[config.mk]
export PLATFORM = sky130hd
export DESIGN_NAME = ram_writeback_bridge
export DESIGN_NICKNAME = d
export VERILOG_FILES = /design/src/rtl/ram_writeback_bridge.sv
export SDC_FILE = /design/constraint.sdc
export NUM_CORES = 1
export LEC_CHECK = 0
export ABC_AREA = 1
export CAP_MARGIN = 20
export CORE_MARGIN = 2
export CORE_UTILIZATION = 25
export DETAILED_ROUTE_END_ITERATION = 6
export SLEW_MARGIN = 10
export SYNTH_ARGS = -nofsm -noshare
export SYNTH_HDL_FRONTEND = slang
export SYNTH_SLANG_ARGS = --single-unit
[constraint.sdc]
create_clock -name clk -period 3.93 [get_ports clk]
set_clock_uncertainty 0.15 [all_clocks]
set_input_delay 0.786 -clock clk [delete_from_list [all_inputs] [get_ports clk]]
set_output_delay 0.786 -clock clk [all_outputs]
set_load 0.02 [all_outputs]
[src/rtl/ram_writeback_bridge.sv]
`default_nettype none
// ============================================================================
// Module  : ram_writeback_bridge
// Brief   : Routes butterfly result pairs to even/odd RAM banks, undoing the
//           read-side corner turn; optional RAM_WRITEBACK_SCALE_EN halves data.
// Rev     : 1.0  initial release
// ============================================================================
module ram_writeback_bridge #(
    parameter int FFT_N  = 10,
    parameter int FFT_DW = 16
) (
    input  logic                  clk,
    input  logic                  rst,
    input  logic                  iact,
    input  logic [1:0]            ictrl,
    input  logic [FFT_N-2:0]      iMemAddr,
    input  logic [2*FFT_DW-1:0]   iDataA,
    input  logic [2*FFT_DW-1:0]   iDataB,
    output logic                  oEvenWe,
    output logic [FFT_N-2:0]      oEvenAddr,
    output logic [2*FFT_DW-1:0]   oEvenData,
    output logic                  oOddWe,
    output logic [FFT_N-2:0]      oOddAddr,
    output logic [2*FFT_DW-1:0]   oOddData,
    output logic                  oStageDone,
    output logic                  oerr
);

    localparam int AW = FFT_N - 1;
    localparam int WW = 2 * FFT_DW;
    localparam int CW = FFT_N + 1;

    localparam logic [1:0]    C_CTRL_FIRST = 2'b10;
    localparam logic [1:0]    C_CTRL_EVEN  = 2'b00;
    localparam logic [1:0]    C_CTRL_ODD   = 2'b11;
    localparam logic [CW-1:0] C_FRAME      = {1'b1, {FFT_N{1'b0}}};

`ifdef RAM_WRITEBACK_SCALE_EN
    // (x + 1) >>> 1 at FFT_DW+1 bits, truncated: bits [FFT_DW:1] of the sum.
    function automatic logic [WW-1:0] f_scale(input logic [WW-1:0] w);
        logic [FFT_DW:0] re;
        logic [FFT_DW:0] im;
        re = {w[WW-1], w[WW-1:FFT_DW]} + {{FFT_DW{1'b0}}, 1'b1};
        im = {w[FFT_DW-1], w[FFT_DW-1:0]} + {{FFT_DW{1'b0}}, 1'b1};
        return {re[FFT_DW:1], im[FFT_DW:1]};
    endfunction
`else
    function automatic logic [WW-1:0] f_scale(input logic [WW-1:0] w);
        return w;
    endfunction
`endif

    // Stage 1: input capture
    logic          act_q;
    logic [1:0]    ctrl_q;
    logic [AW-1:0] addr_s1_q;
    logic [WW-1:0] a_s1_q;
    logic [WW-1:0] b_s1_q;

    always_ff @(posedge clk) begin
        if (rst) begin
            act_q  <= 1'b0;
            ctrl_q <= 2'b00;
        end else begin
            act_q  <= iact;
            ctrl_q <= ictrl;
        end
    end

    always_ff @(posedge clk) begin
        addr_s1_q <= iMemAddr;
        a_s1_q    <= f_scale(iDataA);
        b_s1_q    <= f_scale(iDataB);
    end

    // Stage 2: write stage
    logic          even_we_q,    even_we_d;
    logic [AW-1:0] even_addr_q,  even_addr_d;
    logic [WW-1:0] even_data_q,  even_data_d;
    logic          odd_we_q,     odd_we_d;
    logic [AW-1:0] odd_addr_q,   odd_addr_d;
    logic [WW-1:0] odd_data_q,   odd_data_d;
    logic          hold_valid_q, hold_valid_d;
    logic [AW-1:0] hold_addr_q,  hold_addr_d;
    logic [WW-1:0] hold_data_q,  hold_data_d;
    logic          flush_valid_q, flush_valid_d;
    logic [AW-1:0] flush_addr_q, flush_addr_d;
    logic [WW-1:0] flush_data_q, flush_data_d;
    logic          done_q,       done_d;
    logic          err_q,        err_d;
    logic [CW-1:0] cnt_q,        cnt_d;
    logic [CW-1:0] w_sum;
    logic          w_is_odd;

    always_comb begin
        even_we_d     = 1'b0;
        even_addr_d   = even_addr_q;
        even_data_d   = even_data_q;
        odd_we_d      = 1'b0;
        odd_addr_d    = odd_addr_q;
        odd_data_d    = odd_data_q;
        hold_valid_d  = 1'b0;
        hold_addr_d   = hold_addr_q;
        hold_data_d   = hold_data_q;
        flush_valid_d = 1'b0;
        flush_addr_d  = flush_addr_q;
        flush_data_d  = flush_data_q;
        err_d         = err_q;
        w_is_odd      = act_q && (ctrl_q == C_CTRL_ODD);

        // A pending flush always owns the odd port this cycle.
        if (flush_valid_q) begin
            odd_we_d   = 1'b1;
            odd_addr_d = flush_addr_q;
            odd_data_d = flush_data_q;
        end

        if (hold_valid_q && !w_is_odd) begin
            err_d = 1'b1;
        end

        if (act_q) begin
            case (ctrl_q)
                C_CTRL_FIRST: begin
                    even_we_d   = 1'b1;
                    even_addr_d = addr_s1_q;
                    even_data_d = a_s1_q;
                    if (flush_valid_q) begin
                        err_d = 1'b1;
                    end else begin
                        odd_we_d   = 1'b1;
                        odd_addr_d = addr_s1_q;
                        odd_data_d = b_s1_q;
                    end
                end
                C_CTRL_EVEN: begin
                    even_we_d    = 1'b1;
                    even_addr_d  = addr_s1_q;
                    even_data_d  = a_s1_q;
                    hold_valid_d = 1'b1;
                    hold_addr_d  = addr_s1_q;
                    hold_data_d  = b_s1_q;
                end
                C_CTRL_ODD: begin
                    if (hold_valid_q) begin
                        even_we_d     = 1'b1;
                        even_addr_d   = addr_s1_q;
                        even_data_d   = hold_data_q;
                        odd_we_d      = 1'b1;
                        odd_addr_d    = hold_addr_q;
                        odd_data_d    = a_s1_q;
                        flush_valid_d = 1'b1;
                        flush_addr_d  = addr_s1_q;
                        flush_data_d  = b_s1_q;
                    end else begin
                        err_d = 1'b1;
                    end
                end
                default: err_d = 1'b1;
            endcase
        end

        // Counter tracks the writes being registered this cycle so the pulse
        // lines up with the frame-completing write.
        w_sum  = cnt_q + {{(CW-1){1'b0}}, even_we_d} + {{(CW-1){1'b0}}, odd_we_d};
        done_d = (w_sum >= C_FRAME);
        cnt_d  = done_d ? (w_sum - C_FRAME) : w_sum;
    end

    always_ff @(posedge clk) begin
        if (rst) begin
            even_we_q     <= 1'b0;
            odd_we_q      <= 1'b0;
            hold_valid_q  <= 1'b0;
            flush_valid_q <= 1'b0;
            done_q        <= 1'b0;
            err_q         <= 1'b0;
            cnt_q         <= '0;
        end else begin
            even_we_q     <= even_we_d;
            odd_we_q      <= odd_we_d;
            hold_valid_q  <= hold_valid_d;
            flush_valid_q <= flush_valid_d;
            done_q        <= done_d;
            err_q         <= err_d;
            cnt_q         <= cnt_d;
        end
    end

    always_ff @(posedge clk) begin
        even_addr_q  <= even_addr_d;
        even_data_q  <= even_data_d;
        odd_addr_q   <= odd_addr_d;
        odd_data_q   <= odd_data_d;
        hold_addr_q  <= hold_addr_d;
        hold_data_q  <= hold_data_d;
        flush_addr_q <= flush_addr_d;
        flush_data_q <= flush_data_d;
    end

    assign oEvenWe    = even_we_q;
    assign oEvenAddr  = even_addr_q;
    assign oEvenData  = even_data_q;
    assign oOddWe     = odd_we_q;
    assign oOddAddr   = odd_addr_q;
    assign oOddData   = odd_data_q;
    assign oStageDone = done_q;
    assign oerr       = err_q;

endmodule
`default_nettype wire

==> results of run 1 <==
-- report_power, final --
group | internal, W | total (W) | switching [W]
clock | 0.00189 | 0.00302 | 0.00113
sequential | 0.00300 | 0.00311 | 0.000109
combinational | 0.000376 | 0.000801 | 0.000424
-- final cells by class --
class / count / area share
sequential: 257 / 0.500
multi-input combinational: 627 / 0.221
timing repair buffer: 175 / 0.137
clock buffer: 41 / 0.0686
tap: 511 / 0.0501
clock inverter: 15 / 0.0171
inverter: 20 / 0.00599
antenna: 1 / 0.000196
-- layer usage --
| layer | vias up | wire length, um | track usage |
|---|---|---|---|
| li1 | 3425 | - | - |
| met1 | 3181 | 11200 | 0.157 |
| met2 | 177 | 11200 | 0.206 |
| met3 | 50 | 1320 | 0.0254 |
| met4 | 0 | 711 | 0.0470 |
| met5 | - | 0 | 0 |
-- kinds of logic after synthesis --
logic type | after synthesis | share of synthesized area
adders and majority gates | 3 | 0.00475
muxes | 31 | 0.0368
other | 1 | 0.000395
xor gates and xnor gates | 2 | 0.00185
buffers and inverters | 65 | 0.0350
and+or+nand+nor | 533 | 0.219
AOI/OAI and AO/OA | 57 | 0.0306
DFF | 257 | 0.672
-- flip-flops by register name, indices dropped and copies added (netlist names), 11 cells and up --
register      count
a_s1_q           32
b_s1_q           32
cnt_q            11
flush_data_q     32
hold_data_q      32
oEvenData        32
oOddData         32
-- metrics by stage --
| step | hold slack [ps] | total power (W) |
|---|---|---|
| detailed placement | 290 | 0.00397 |
| global route | 313 | 0.00724 |
| CTS | 305 | 0.00704 |
| global placement | 284 | 0.00395 |
| floorplan | 276 | 0.00355 |
| finish | 303 | 0.00693 |
-- cells in the mapped netlist, drive strengths merged, types with 2 or more instances --
master | instances | share of area
a21oi | 34 | 0.018
a31oi | 2 | 0.0013
buf | 35 | 0.023
clkbuf | 10 | 0.0040
dfxtp | 134 | 0.28
edfxtp | 123 | 0.39
ha | 2 | 0.0026
inv | 20 | 0.0079
mux2 | 31 | 0.037
nand2 | 366 | 0.14
nand3 | 38 | 0.020
nand4 | 3 | 0.0020
nor2 | 121 | 0.049
nor3 | 3 | 0.0016
o21ai | 20 | 0.011
-- critical path, stage by stage (launching register included) --
cell     delay, ps
dfxtp_1        400
nand2_2        100
buf_4          400
inv_2          350
o21ai_1        210
nand2_1         90
fa_1           450
ha_1           270
nand3_1        100
xor2_1         160
nor2_1          50
-- cells in the final DEF, fill, tap and decap left out, drive strengths merged --
master	synthesis	layout
nand4	3	3
mux2	31	31
a21oi	34	34
inv	20	20
diode	0	1
xnor2	1	1
nand3b	1	1
edfxtp	123	123
clkinvlp	0	1
fa	1	1
o21ai	20	20
clkdlybuf4s50	0	163
o21a	1	1
nand3	38	38
a31oi	2	2
conb	1	1
nor2	121	121
buf	35	12
xor2	1	1
nor4	1	1
bufinv	0	5
nor3	3	3
nand2	366	366
clkinv	0	9
clkbuf	10	41
ha	2	2
dfxtp	134	134
-- path summary, 6_finish.rpt --
check        slack (ps)               to  depth (start not counted)       start
max                1060         cnt_q[4]                         10   ctrl_q[1]
min reg2reg         300  hold_data_q[31]                          0  b_s1_q[31]
min                 300  hold_data_q[31]                          0  b_s1_q[31]
max reg2reg        1060         cnt_q[4]                         10   ctrl_q[1]
==> results.cfg, run 1 <==
[logic_synthesis]
synth_edf_count = 123
yosysSeqAreaShare = 0.672
ys_seq_elements = 257
syn_area_per_cell_um2 = 10.0
synth_warnings = 0
synth_ff_type = dfxtp_1
syn_inst = 949
yosysUniqueCellTypes = 28
synth_nets = 1030
syn-cell-area_um2 = 9490
synth-async-reset-ratio = 0

[floorplan]
fp-row-count = 71
ioPinCount = 164
die_width_um = 199
start_util = 0.253
die_y_um = 199
core_area_um2 = 37500
die_area_um2 = 39500

[layout]
area.growth.synth_to_final_pct = 34.4
fin_nets = 1192
design_area_um2 = 12800
instances_no_fill = 1647
multi_input_area_um2 = 2820
register_area_um2 = 6380
final_util = 0.340
nFillCells = 3772
drive_gt1_frac = 0.0925

[clocking]
cts_buffers = 30
htree_levels = 1
cts.clk_slew.worst_paths_ps = 60
postCtsSetupBuffers = 0
root_buffer = clkbuf_16
clock-sinks = 257
cts.repair.resized = 0
cts_tree = done
clk_path_buf_depth = 3
cts_hold_buf = 0
clock_latency_ps = 560

[timing]
slew_headroom = 0.355
setup_violations = 0
hold_violations = 0
period_needed_ps = 2870
rsz0062_at_grt = false
drv_slew = 0
layout_setup_ws_ps = 1060
period_share = 0.729
setup_tns_ps = 0
max_clock_freq_mhz = 349
tightest_slew_ps = 967

[placed_design]
dpl.cell_count = 1590
numPortBuffers = 163
hpwl_mm = 14.8
place_ws_ps = 1060
place.gp.congestion = 0.738
placed_area_um2 = 11700

[setup_path]
crit_path_max_fanout = 32
worstSetupPathType = flop to flop
crit_path_start_kind = flop
critical_path_required_ps = 4210
setup.worst_path.end_class = flop
arrival_ps = 3140

[routing]
firstDrtPassIters = 5
num_vias = 6833
postRouteAntennaNets = 0
routed_via_density = 4.15
first_iter_violations = 320
wl_mm = 24.4
wl_per_cell_um = 14.8
drcViolationCount = 0

[global_routing]
grt_max_degree = 69
grt_use_total = 0.124
grt_pass1_wl_mm = 37.7
antenna_found_initial = 1
grt_pass1_vias = 6940
grt_overflow_total = 0

[power]
p_leak_nw = 5.36
cellPowerDensity_nw_per_um2 = 543
peakVddDrop_mv = 0.323

[run]
cap_violations = 0

[run_status]
status = complete, no violations

[worst_hold_path]
hold_class = flop to flop
(Power assumes the default switching activity.)
==> run 2, diff against run 1 <==
==> constraint.sdc (replaced) <==
create_clock -name clk -period 2.6 [get_ports clk]
set_clock_uncertainty 0.15 [all_clocks]
set_input_delay 0.52 -clock clk [delete_from_list [all_inputs] [get_ports clk]]
set_output_delay 0.52 -clock clk [all_outputs]
set_load 0.02 [all_outputs]
==> results.cfg, run 2 (synthesis results as in run 1) <==
[floorplan]
die_width_um = 199
core_area_um2 = 37500
ioPinCount = 164
start_util = 0.253
die_area_um2 = 39500
fp-row-count = 71
die_y_um = 199

[clocking]
cts_buffers = 29
clk_path_buf_depth = 3
clock_latency_ps = 550
cts.clk_slew.worst_paths_ps = 70
root_buffer = clkbuf_16
clock-sinks = 257
htree_levels = 1
cts_hold_buf = 0
cts.repair.resized = 0
cts_tree = done
postCtsSetupBuffers = 0

[setup_path]
setup.worst_path.end_class = flop
rrSetupSlack_ps = 270
arrival_ps = 2610
path_cells = o21ai_0 -> inv_1 -> nor2_1 -> fa_1 -> ha_1 -> nand3_1 -> xor2_1 -> nor2_1
worstSetupPathType = flop to flop
reg2reg_depth = 8
crit_path_top_delay_cell = dfxtp_1
critPathTopFamily = adder cells
reg2reg_to = cnt_q[4]
crit_path_start_kind = flop
max_stage_delay_ps = 560
path_buf_inv = 1
critical_path_required_ps = 2870
crit_path_max_fanout = 7
crit_path_frequent_cell = nor2_1
r2r_start = ctrl_q[0]

[routing]
top_layer = met5
routedLengthMet1_mm = 11.0
num_vias = 6933
firstDrtPassIters = 5
wl_met2_mm = 11.5
drcViolationCount = 0
routed_via_density = 4.20
wl_per_cell_um = 15.0
first_iter_violations = 390
wl_met3_mm = 1.89
wl_mm = 24.8
postRouteAntennaNets = 0

[layout]
layout_commonest_cell = nand2_1
diodes = 0
area.growth.synth_to_final_pct = 33.8
mostFrequentLayoutCells = nand2_1 (364), clkdlybuf4s50_1 (163), dfxtp_1 (132)
final_util = 0.338
drive_gt1_frac = 0.0939
fin_nets = 1198
design_area_um2 = 12700

[power]
peakVddDrop_mv = 0.434
power.total_w = 0.0101
p_leak_nw = 5.35
cellPowerDensity_nw_per_um2 = 794

[run]
cap_violations = 0

[global_routing]
antenna_found_initial = 1
grt_overflow_total = 0
grt_max_degree = 84
grt_pass1_vias = 6668
grt_pass1_wl_mm = 37.5
grt_use_total = 0.124

[worst_hold_path]
holdPathStages = 1
hold_class = input port to flop
whs_endpoint = b_s1_q[7]
min_from = iDataB[7]

[placed_design]
hpwl_mm = 15.2
numPortBuffers = 163
place.gp.congestion = 0.737
place_ws_ps = 277
placed_area_um2 = 11700

[timing]
period_share = 0.898
layout_setup_ws_ps = 265
setup_violations = 0
hold_violations = 0
max_clock_freq_mhz = 428
tightest_slew_ps = 845
period_needed_ps = 2330
rsz0062_at_grt = false
setup_tns_ps = 0
slew_headroom = 0.437
drv_slew = 0

[run_status]
status = complete, no violations
## run 2: cell count changes in the layout (fill, tap and decap cells not counted), sizes merged
| cell | before | now |
|---|---|---|
| buf | 12 | 19 |
| bufinv | 5 | 3 |
| clkbuf | 41 | 36 |
| clkinv | 9 | 11 |
| diode | 1 | 0 |
| inv | 20 | 22 |
## run 2: power by group
group / switching (W) / total [W] / internal (W)
sequential: 0.000167 / 0.00470 / 0.00453
clock: 0.00170 / 0.00417 / 0.00247
combinational: 0.000638 / 0.00121 / 0.000575
## run 2: how the worst max path moves through the flow
stage                    from              to  slack [ps]  depth (start not counted)
finish              ctrl_q[0]        cnt_q[4]         270                          8
global route        ctrl_q[0]        cnt_q[4]          90                          8
CTS                 ctrl_q[0]        cnt_q[4]         260                          8
detailed placement  ctrl_q[0]        cnt_q[4]         280                          8
global placement    ctrl_q[0]        cnt_q[4]         320                          8
floorplan               act_q  hold_addr_q[0]        -130                          3
## run 2: final cells by class
cell class                 instances  area [um^2]
clock buffer                      36          793
clock inverter                    17          175
fill                            3808        24800
inverter                          20         76.3
multi-input combinational        627         2820
sequential                       257         6380
tap                              511          639
timing repair buffer             182         1810
## run 2: routing by layer
layer  GRT usage  vias up
met3      0.0297       38
met4      0.0337        2
met2       0.202      224
li1            -     3429
met1       0.164     3240
met5           0        -
## run 2: per-stage QoR
step	instances	hold WS, ps
after floorplan	949	276
after global placement	1597	285
after detailed placement	1597	293
after CTS	1650	204
after global routing	1650	218
final	1650	255
==> run 3, diff against run 2 <==
--- a/config.mk
+++ b/config.mk
@@ -7,8 +7,9 @@
 export LEC_CHECK = 0
 export ABC_AREA = 1
 export CAP_MARGIN = 20
-export CORE_MARGIN = 2
+export CORE_MARGIN = 10
 export CORE_UTILIZATION = 25
+export CTS_CLUSTER_DIAMETER = 60
 export DETAILED_ROUTE_END_ITERATION = 6
 export SLEW_MARGIN = 10
 export SYNTH_ARGS = -nofsm -noshare
==> results.cfg, run 3 (synthesis results as in run 1) <==
[layout]
layout_commonest_cell = nand2_1
drive_gt1_frac = 0.0997
mostFrequentLayoutCells = nand2_1 (364), clkdlybuf4s50_1 (163), dfxtp_1 (132)
fin_nets = 1201
diodes = 0
instances_no_fill = 1655
area.growth.synth_to_final_pct = 34.4
nFillCells = 3749

[setup_path]
setup.worst_path.end_class = flop
crit_path_top_delay_cell = dfxtp_1
reg2reg_to = cnt_q[4]
path_cells = o21ai_0 -> inv_1 -> nor2_1 -> fa_1 -> ha_1 -> nand3_1 -> xor2_1 -> nor2_1
reg2reg_depth = 8
worstSetupPathType = flop to flop
r2r_start = ctrl_q[0]
worst-path-stages = 8
path_buf_inv = 1
critPathTopFamily = adder cells
crit_path_frequent_cell = nor2_1
rrSetupSlack_ps = 250
crit_path_max_fanout = 7
crit_path_start_kind = flop
worstSetupStartpoint = ctrl_q[0]
critical_path_required_ps = 2910
endpoint = cnt_q[4]
arrival_ps = 2660
max_stage_delay_ps = 550

[timing]
setup_violations = 0
period_needed_ps = 2350
hold_violations = 0
period_share = 0.905
tightest_slew_ps = 850
rsz0062_at_grt = false
max_clock_freq_mhz = 425
slew_headroom = 0.434
drv_slew = 0
setup_tns_ps = 0

[clocking]
cts_tree = done
cts_buffers = 31
postCtsSetupBuffers = 0
cts.clk_slew.worst_paths_ps = 60
root_buffer = clkbuf_16
clock-sinks = 257
clock_latency_ps = 570
cts_hold_buf = 0
htree_levels = 1
cts.repair.resized = 0
clk_path_buf_depth = 3

[global_routing]
grt_use_total = 0.110
antenna_found_initial = 0
grtUsageMet2 = 0.178
grt_overflow_total = 0
gr-usage-met3 = 0.0346
met1_usage = 0.139
grt_max_degree = 66
top_usage_layer = met2
grt_pass1_vias = 7142
grt_pass1_wl_mm = 40.8

[floorplan]
core_area_um2 = 37600
die_width_um = 215
ioPinCount = 164
start_util = 0.252
die_y_um = 215
fp-row-count = 71
die_area_um2 = 46100

[routing]
first_iter_violations = 369
wl_per_cell_um = 15.7
firstDrtPassIters = 4
wl_mm = 26.0
num_vias = 6932
postRouteAntennaNets = 0
routed_via_density = 4.19
drcViolationCount = 0

[placed_design]
hpwl_mm = 16.7
place.gp.congestion = 0.757
dpl.cell_count = 1598
numPortBuffers = 163

[power]
power.total_w = 0.0102
peakVddDrop_mv = 0.455
cellPowerDensity_nw_per_um2 = 801
p_leak_nw = 5.37

[run]
cap_violations = 0

[worst_hold_path]
hold_class = input port to flop

[run_status]
status = complete, no violations
[run 3: through the flow]
step	setup WS, ps	cell area, um^2	hold WS, ps	utilization
finish	248	12700	244	0.339
global route	50.1	12700	219	0.339
CTS	261	12700	212	0.339
detailed placement	276	11700	297	0.312
global placement	361	11700	284	0.312
floorplan	-133	9500	276	-
[run 3: worst register-to-register path, cell delays in order, from the launching register on]
cell and delay (ps):
dfxtp_1 550, o21ai_0 210, inv_1 180, nor2_1 80, fa_1 490, ha_1 280, nand3_1 110, xor2_1 150
nor2_1 50
[run 3: final cells by class]
cell class / instances / area (um^2) / area share
Sequential cell: 257 / 6380 / 0.500
Multi-Input combinational cell: 627 / 2820 / 0.221
Timing Repair Buffer: 183 / 1820 / 0.143
Clock buffer: 38 / 822 / 0.0645
Tap cell: 511 / 639 / 0.0502
Clock inverter: 19 / 198 / 0.0155
Inverter: 20 / 76.3 / 0.00599
[run 3: where the power goes]
part | leakage (nW) | switching [W] | total (W) | internal, W
Clock | 0.501 | 0.00174 | 0.00429 | 0.00255
Sequential | 2.25 | 0.000160 | 0.00469 | 0.00453
Combinational | 2.62 | 0.000656 | 0.00123 | 0.000577
Total | 5.37 | 0.00255 | 0.0102 | 0.00766
[run 3: worst min-delay path by stage]
stage                           from               to  slack, ps  cells past startpoint
after detailed placement  b_s1_q[21]  hold_data_q[21]        300                      0
after global placement    b_s1_q[21]  hold_data_q[21]        280                      0
final                     iDataB[10]       b_s1_q[10]        240                      1
after floorplan            b_s1_q[0]  flush_data_q[0]        280                      0
after CTS                 iDataB[13]       b_s1_q[13]        210                      1
after global routing       iDataB[8]        b_s1_q[8]        220                      1
[run 3: routing by layer]
metal  share of wire  vias up
li1                -     3452
met2            0.45      196
met3           0.072       55
met1            0.45     3229
met4           0.029        0
met5               0        -
